## config.mk

```make
export PLATFORM = sky130hd
export DESIGN_NAME = frq_msg_scheduler
export DESIGN_NICKNAME = d
export VERILOG_FILES = /design/src/rtl/frq_msg_pkg.sv /design/src/rtl/frq_tick_gen.sv /design/src/rtl/frq_msg_scheduler.sv
export SDC_FILE = /design/constraint.sdc
export NUM_CORES = 1
export LEC_CHECK = 0
export CELL_PAD_IN_SITES_DETAIL_PLACEMENT = 1
export CELL_PAD_IN_SITES_GLOBAL_PLACEMENT = 2
export CORE_ASPECT_RATIO = 1.75
export CORE_MARGIN = 8
export CORE_UTILIZATION = 35
export DETAILED_ROUTE_END_ITERATION = 8
export PLACE_DENSITY = 0.83
export SYNTH_ARGS = -nofsm -noshare
export SYNTH_HDL_FRONTEND = slang
export SYNTH_SLANG_ARGS = --single-unit
```

## constraint.sdc

```tcl
create_clock -name clk -period 2.5 [get_ports clk]
set_clock_uncertainty 0.1 [all_clocks]
set_input_delay 0.375 -clock clk [delete_from_list [all_inputs] [get_ports clk]]
set_output_delay 0.375 -clock clk [all_outputs]
set_load 0.02 [all_outputs]
```

## src/rtl/frq_msg_pkg.sv

```systemverilog
// Shared types and constants for the serial message scheduler.
// FRQ_MSG_START_STOP_EN adds a start bit (0) and a stop bit (1) around the data bits.
package frq_msg_pkg;

    localparam int unsigned MSG_W   = 5;
    localparam int unsigned CNT_W   = 3;
    localparam int unsigned FIX_DIV = 8;

`ifdef FRQ_MSG_START_STOP_EN
    localparam int unsigned FRAME_W = MSG_W + 2;
`else
    localparam int unsigned FRAME_W = MSG_W;
`endif

    localparam int unsigned BIT_CNT_W = $clog2(FRAME_W);

    localparam logic MODE_LD  = 1'b0;
    localparam logic MODE_FIX = 1'b1;

    typedef enum logic [1:0] {
        IDLE  = 2'd0,
        LOAD  = 2'd1,
        SHIFT = 2'd2,
        DONE  = 2'd3
    } state_t;

    // Bit pattern shifted out MSB first for one frame.
    function automatic logic [FRAME_W-1:0] build_frame(input logic [MSG_W-1:0] m);
`ifdef FRQ_MSG_START_STOP_EN
        return {1'b0, m, 1'b1};
`else
        return m;
`endif
    endfunction

endpackage

```

## src/rtl/frq_tick_gen.sv

```systemverilog
// Prescaler for the message scheduler: loadable-start or fixed-period tick.
// Tick is combinational so it marks the last cycle of the current bit period.
module frq_tick_gen
    import frq_msg_pkg::*;
(
    input  logic             clk,
    input  logic             rst,
    input  logic             load,
    input  logic             en,
    input  logic             mode,
    input  logic [CNT_W-1:0] sw_val,
    output logic             tick
);

    localparam logic [CNT_W-1:0] LD_TOP  = '1;
    localparam logic [CNT_W-1:0] FIX_TOP = CNT_W'(FIX_DIV - 1);

    logic [CNT_W-1:0] cnt_q;
    logic [CNT_W-1:0] reload_c;
    logic [CNT_W-1:0] top_c;

    assign reload_c = (mode == MODE_LD)  ? sw_val : '0;
    assign top_c    = (mode == MODE_FIX) ? FIX_TOP : LD_TOP;
    assign tick     = en && (cnt_q == top_c);

    // Counter restarts from the reload value on load and after every tick.
    always_ff @(posedge clk or negedge rst) begin
        if (!rst) begin
            cnt_q <= '0;
        end else if (load || tick) begin
            cnt_q <= reload_c;
        end else if (en) begin
            cnt_q <= cnt_q + CNT_W'(1);
        end
    end

endmodule

```

## src/rtl/frq_msg_scheduler.sv

```systemverilog
// Start/busy/done controlled serial transmitter of an MSG_W-bit message, MSB first.
// FRQ_MSG_START_STOP_EN wraps the data bits with a start bit and a stop bit.
module frq_msg_scheduler
    import frq_msg_pkg::*;
(
    input  logic             clk,
    input  logic             rst,
    input  logic             start,
    input  logic             sel,
    input  logic [CNT_W-1:0] SW,
    input  logic [MSG_W-1:0] msg,
    output logic             out,
    output logic             busy,
    output logic             done
);

    localparam logic [BIT_CNT_W-1:0] LAST_BIT = BIT_CNT_W'(FRAME_W - 1);

    state_t               state_q, state_d;
    logic [FRAME_W-1:0]   sreg_q, sreg_d;
    logic [BIT_CNT_W-1:0] bit_cnt_q, bit_cnt_d;
    logic                 sel_q, sel_d;
    logic [CNT_W-1:0]     sw_q, sw_d;
    logic                 out_d, busy_d, done_d;
    logic                 tg_load_c, tg_en_c, tick_c;

    frq_tick_gen u_tick_gen (
        .clk    (clk),
        .rst    (rst),
        .load   (tg_load_c),
        .en     (tg_en_c),
        .mode   (sel_q),
        .sw_val (sw_q),
        .tick   (tick_c)
    );

    // Next-state, datapath and registered-output decode.
    always_comb begin
        state_d   = state_q;
        sreg_d    = sreg_q;
        bit_cnt_d = bit_cnt_q;
        sel_d     = sel_q;
        sw_d      = sw_q;
        out_d     = out;
        busy_d    = busy;
        done_d    = 1'b0;
        tg_load_c = 1'b0;
        tg_en_c   = 1'b0;

        unique case (state_q)
            IDLE: begin
                out_d  = 1'b1;
                busy_d = 1'b0;
                if (start) begin
                    state_d   = LOAD;
                    busy_d    = 1'b1;
                    sreg_d    = build_frame(msg);
                    sel_d     = sel;
                    sw_d      = SW;
                    bit_cnt_d = '0;
                end
            end
            LOAD: begin
                tg_load_c = 1'b1;
                state_d   = SHIFT;
                busy_d    = 1'b1;
                out_d     = sreg_q[FRAME_W-1];
                sreg_d    = {sreg_q[FRAME_W-2:0], 1'b0};
            end
            SHIFT: begin
                tg_en_c = 1'b1;
                busy_d  = 1'b1;
                if (tick_c) begin
                    if (bit_cnt_q == LAST_BIT) begin
                        state_d = DONE;
                        out_d   = 1'b1;
                        busy_d  = 1'b0;
                        done_d  = 1'b1;
                    end else begin
                        out_d     = sreg_q[FRAME_W-1];
                        sreg_d    = {sreg_q[FRAME_W-2:0], 1'b0};
                        bit_cnt_d = bit_cnt_q + BIT_CNT_W'(1);
                    end
                end
            end
            DONE: begin
                state_d = IDLE;
                out_d   = 1'b1;
                busy_d  = 1'b0;
            end
            default: begin
                state_d = IDLE;
                out_d   = 1'b1;
                busy_d  = 1'b0;
            end
        endcase
    end

    always_ff @(posedge clk or negedge rst) begin
        if (!rst) begin
            state_q   <= IDLE;
            sreg_q    <= '0;
            bit_cnt_q <= '0;
            sel_q     <= MODE_LD;
            sw_q      <= '0;
            out       <= 1'b1;
            busy      <= 1'b0;
            done      <= 1'b0;
        end else begin
            state_q   <= state_d;
            sreg_q    <= sreg_d;
            bit_cnt_q <= bit_cnt_d;
            sel_q     <= sel_d;
            sw_q      <= sw_d;
            out       <= out_d;
            busy      <= busy_d;
            done      <= done_d;
        end
    end

endmodule

```

# == Word-level counts from Yosys, hierarchy flattened ==
# Cells that the tools add are included.
# word_totals
ramBits,0
latchBits,0
mem_bits_ro,0
register_bits,20
wordCells,58
memories,0
inputBits,12
# classes
order_cmp,0
n_reduce_logical,11
n_mul,0
n_mux,27
eq_ne,9
shift,0
bitwise_logic,0
div,0
add_sub_neg,2
# ops
cell,n
2-to-1 mux 3 bit,6
2-to-1 mux 5 bit,3
case mux 5 bit (3 select lines),1
2-to-1 mux 1 bit,10
case mux 2 bit (4 select lines),1
AND reduction 4 bit,2
adder 3 x 1 -> 3 bit (second input constant),2
equality test 3 bit (second input constant),2
2-to-1 mux 2 bit,3
inequality test 2 bit (second input constant),3
case mux 3 bit (2 select lines),1
equality test 2 bit (second input constant),2
case mux 1 bit (4 select lines),1
nonzero test 2 bit,2
case mux 1 bit (3 select lines),1
AND reduction 3 bit,1
nonzero test 3 bit,1
equality test 2 x 1 -> 1 bit (second input constant),1
zero test 2 bit,1
inequality test 2 x 1 -> 1 bit (second input constant),1
AND reduction 2 bit,1
OR reduction 2 bit,1
logical AND 1 bit,1
logical OR 1 bit,1

# == Depth between registers and ports, before layout ==
# depth
depth_word,5
depth_mapped,6

# == Modules after synthesis ==
# From an unflattened synthesis, not the netlist that was laid out.
# unflattened
hier_cells,98
hier_area_um2,1123.6
# by_module_without_submodules
mod,instances,seq_area_each_um2,cells_per_inst,area_each_um2
frq_msg_scheduler,1,426.7,82,930.9
frq_tick_gen,1,75.1,16,192.7

# == Worst setup path before layout ==
# OpenSTA, ideal clock, no wires.
# synth_timing
path_kind,reg2reg
from,reg u_tick_gen.cnt_q[0]
to,reg sreg_q[0]
path_buffers,0
t_arrival_ns,1.616
setup_time_ns,0.125
path_stages_with_launch,6
slack_ns,0.659
cell_sequence,dfrtp_1 > ha_1 > ha_1 > a21bo_2 > a211oi_4 > mux2_2
# synth_via
elab_chain_len,4
# synth_rtl
item,line_no,source
"start, declared",frq_tick_gen.sv:18,logic [CNT_W-1:0] cnt_q;
"start signal, assigned",frq_tick_gen.sv:31,cnt_q <= reload_c;
"start signal, assigned",frq_tick_gen.sv:33,cnt_q <= cnt_q + CNT_W'(1);
equality test 3 bit,frq_tick_gen.sv:24,assign tick = en && (cnt_q == top_c);
logical AND 1 bit,frq_tick_gen.sv:24,
inequality test 2 x 1 -> 1 bit (no source line),--,
AND reduction 4 bit (no source line),--,
"end signal, assigned",frq_msg_scheduler.sv:111,sreg_q <= sreg_d;
"end, declared",frq_msg_scheduler.sv:20,"logic [FRAME_W-1:0] sreg_q, sreg_d;"
# No other way between the ends.
# A chain may end at the register's enable or synchronous reset.

# == Worst setup path in the final report ==
# layout_timing
from,reg u_tick_gen.cnt_q[0]
to,reg sreg_q[4]
# The elaborated chain is that of the path after synthesis.

==> key figures <==
Run status
  – Status: completed

Detailed routing
  – Per-cell routed wire length: 16.52 microns
  – Drt initial violations: 8
  – DRC Markers: 0
  – Post-Route WL: 2296 microns
  – Detail-routed via count per cell: 5.432
  – TritonRoute pass-1 iters: 4
  – Remaining antenna violation count: 0
  – Vias: 755

Finish
  – Share of cells above drive strength 1: 23.42%
  – Nets@finish: 133
  – Area delta synth->final: 23.34%
  – Ant. Diodes: 0
  – Design area: 1323 sq um
  – Fin util: 45.17%
  – Post-Layout Cell Count: 139

Yosys
  – Yosys cell types: 25
  – Synthesized Nets: 114
  – Syn_area_per_cell: 11.53 sq um
  – Seq/Total Area, Yosys: 46.79%
  – Ys Warns: 0
  – Yosys reg bits: 20
  – Post-synthesis cell area: 1072 sq um
  – Post-synthesis cell count: 93

Timing
  – RSZ-0062 raised after global routing: false
  – Final hold violations: 0
  – Slew of the pin with the lowest slew margin: 0.4827 ns
  – Setup violators final: 0
  – Slew margin rel.: 67.82%
  – Fmax: 498.5 MHz
  – Tmin final: 2.006 ns
  – Pins Over Slew Limit: 0
  – Period utilisation layout: 80.24%
  – Setup TNS: 0 ns

Global routing
  – Largest net degree at the start of global routing: 21
  – GR Util All Layers: 10.14%
  – Vias in the first global route: 858
  – Initial antenna violation count: 0
  – First-pass GRT wire length: 4077 microns
  – Total global routing overflow: 0

Die
  – Die ar.: 5160 sq um
  – Placeable Area: 2928 sq um
  – Chip height: 89.22 microns
  – Die W: 57.84 microns
  – Num rows: 26
  – Io pins: 15
  – Initial Util: 36.62%

Clocking
  – CTS root buf: clkbuf_8
  – CTS Hold Bufs: 0
  – CTS Buf Count: 3
  – Later-pin clock latency in the skew report: 0.26 ns
  – H-tree levels: 1
  – CTS Buffer Depth: 2
  – # resized after CTS: 0
  – CTS sink count: 20
  – Worst-path clk slew: 0.08 ns
  – CTS tree: yes
  – Post-CTS setup buffer count: 0

Worst setup path
  – Critical Path RT: 2.54 ns
  – CP Launch Type: register
  – Slowest Stage Delay on Critical Path: 0.38 ns
  – Worst path most repeated cell: ha_1
  – Critical-path cell list: ha_1 > ha_1 > a21bo_2 > a211oi_4 > mux2_2
  – CP Capture Type: register
  – CP max-delay cell: mux2_2
  – Crit path max fanout: 6
  – Worst path arrival time: 2.05 ns
  – Setup CP Type: register to register

Power
  – Overall Power: 1.839 mW
  – Leak Pwr: 0.5724 nW
  – PwrDens: 1391 nW/um^2
  – Worst vdd ir: 0.0005604 V

Placement
  – RePlAce Congestion: 0.8314
  – Placed instance count: 135
  – Detailed placer's ending HPWL: 1782 microns
  – Placed cell area: 1251 sq um
  – IO buf count: 14

Flow run
  – Max-cap violations: 0

Worst hold path
  – Type of the worst min-delay path: input pin to async pin
final timing paths:
kind | start | slack, ns | depth (start not counted) | to
worst max register to register | u_tick_gen.cnt_q[0] | 0.49 | 5 | sreg_q[4]
min in group clk | sw_q[2] | 0.40 | 1 | sw_q[2]
worst max-delay path | u_tick_gen.cnt_q[0] | 0.49 | 5 | sreg_q[4]
max in group asynchronous | rst | 1.68 | 2 | out
worst min-delay path | rst | 0.35 | 2 | bit_cnt_q[0]
worst min register to register | sw_q[2] | 0.40 | 1 | sw_q[2]
layout make-up:
type / instances / area [sq um]
fillers: 314 / 1605
multi-input cells: 66 / 540.5
flip-flops and latches: 20 / 501.7
repair buffers: 16 / 155.1
clock buffers: 3 / 41.29
well taps: 28 / 35.03
clock inverters: 1 / 30.03
inverters: 5 / 18.77
metal layers:
metal / GRT usage (%) / part of all wire [%] / up-vias
met5: 0 / 0 / -
li1: - / - / 364
met1: 11.28 / 40 / 373
met2: 17.86 / 55 / 16
met4: 4.709 / 1.2 / 0
met3: 2.161 / 4.4 / 2
state kept, by name (all words and copies together) (netlist names):
signal            count
sreg_q                5
u_tick_gen.cnt_q      3
sw_q                  3
busy                  1
state_q               2
out                   1
bit_cnt_q             3
done                  1
sel_q                 1
worst max-delay path: cells and delay by family (launching register included):
family | cells | cell delay (ns)
muxes | 1 | 0.38
AOI/OAI and AO/OA | 2 | 0.64
adders and majority gates | 2 | 0.40
DFF | 1 | 0.37
cells in the final DEF, fill, tap and decap left out:
cell type | Yosys | final
inv_1 | 5 | 5
a22oi_1 | 1 | 1
a31oi_1 | 4 | 4
o31a_1 | 1 | 1
nor2_1 | 4 | 4
nand3b_1 | 1 | 1
buf_4 | 1 | 2
nand4_1 | 2 | 2
bufinv_16 | 0 | 1
nand2_1 | 5 | 5
or3b_2 | 3 | 3
nand2b_1 | 2 | 2
a21bo_2 | 1 | 1
nand3_1 | 1 | 1
dfrtp_1 | 19 | 19
clkbuf_8 | 0 | 3
mux2i_1 | 1 | 1
nor2b_1 | 4 | 4
o32a_1 | 1 | 1
a21oi_1 | 7 | 7
clkdlybuf4s50_1 | 0 | 14
ha_1 | 9 | 9
a211oi_4 | 1 | 1
mux2_2 | 14 | 14
o21ai_0 | 3 | 3
dfstp_2 | 1 | 1
and2_1 | 1 | 1
cell families (layout without fill, tap and decap cells):
group,after synthesis,after routing,share of synthesized area (%)
and+or+nand+nor,23,23,12.02
muxes,15,15,15.64
adders and majority gates,9,9,10.50
AOI/OAI and AO/OA,19,19,12.25
buffers and inverters,7,25,2.801
DFF,20,20,46.79
where the power goes:
part,switching [mW],internal (mW),leakage [nW]
clock,0.111,0.214,0.0357
combinational,0.467,0.479,0.293
sequential,0.0858,0.483,0.244
total,0.663,1.18,0.572
Yosys cell counts:
cell type | number | area share (%)
mux2i_1 | 1 | 0.93
mux2_2 | 14 | 15
clkbuf_1 | 1 | 0.35
o32a_1 | 1 | 0.93
a21oi_1 | 7 | 3.3
nor2b_1 | 4 | 2.3
ha_1 | 9 | 11
dfstp_2 | 1 | 2.5
nand3b_1 | 1 | 0.70
a31oi_1 | 4 | 2.3
nand4_1 | 2 | 1.2
buf_4 | 1 | 0.70
dfrtp_1 | 19 | 44
o31a_1 | 1 | 0.82
a211oi_4 | 1 | 1.9
nand3_1 | 1 | 0.47
or3b_2 | 3 | 2.5
nand2b_1 | 2 | 1.2
a21bo_2 | 1 | 0.93
nand2_1 | 5 | 1.8
inv_1 | 5 | 1.8
and2_1 | 1 | 0.58
nor2_1 | 4 | 1.4
a22oi_1 | 1 | 0.70
o21ai_0 | 3 | 1.4
per-stage QoR:
stage,setup WS [ns],hold WS (ns)
floorplan,0.6593,-0.02059
finish,0.4941,0.3521
global placement,0.5165,0.3824
CTS,0.4759,0.3672
global route,0.3578,0.3713
detailed placement,0.4978,0.3865
No activity file was read; power rests on OpenSTA's default activity.
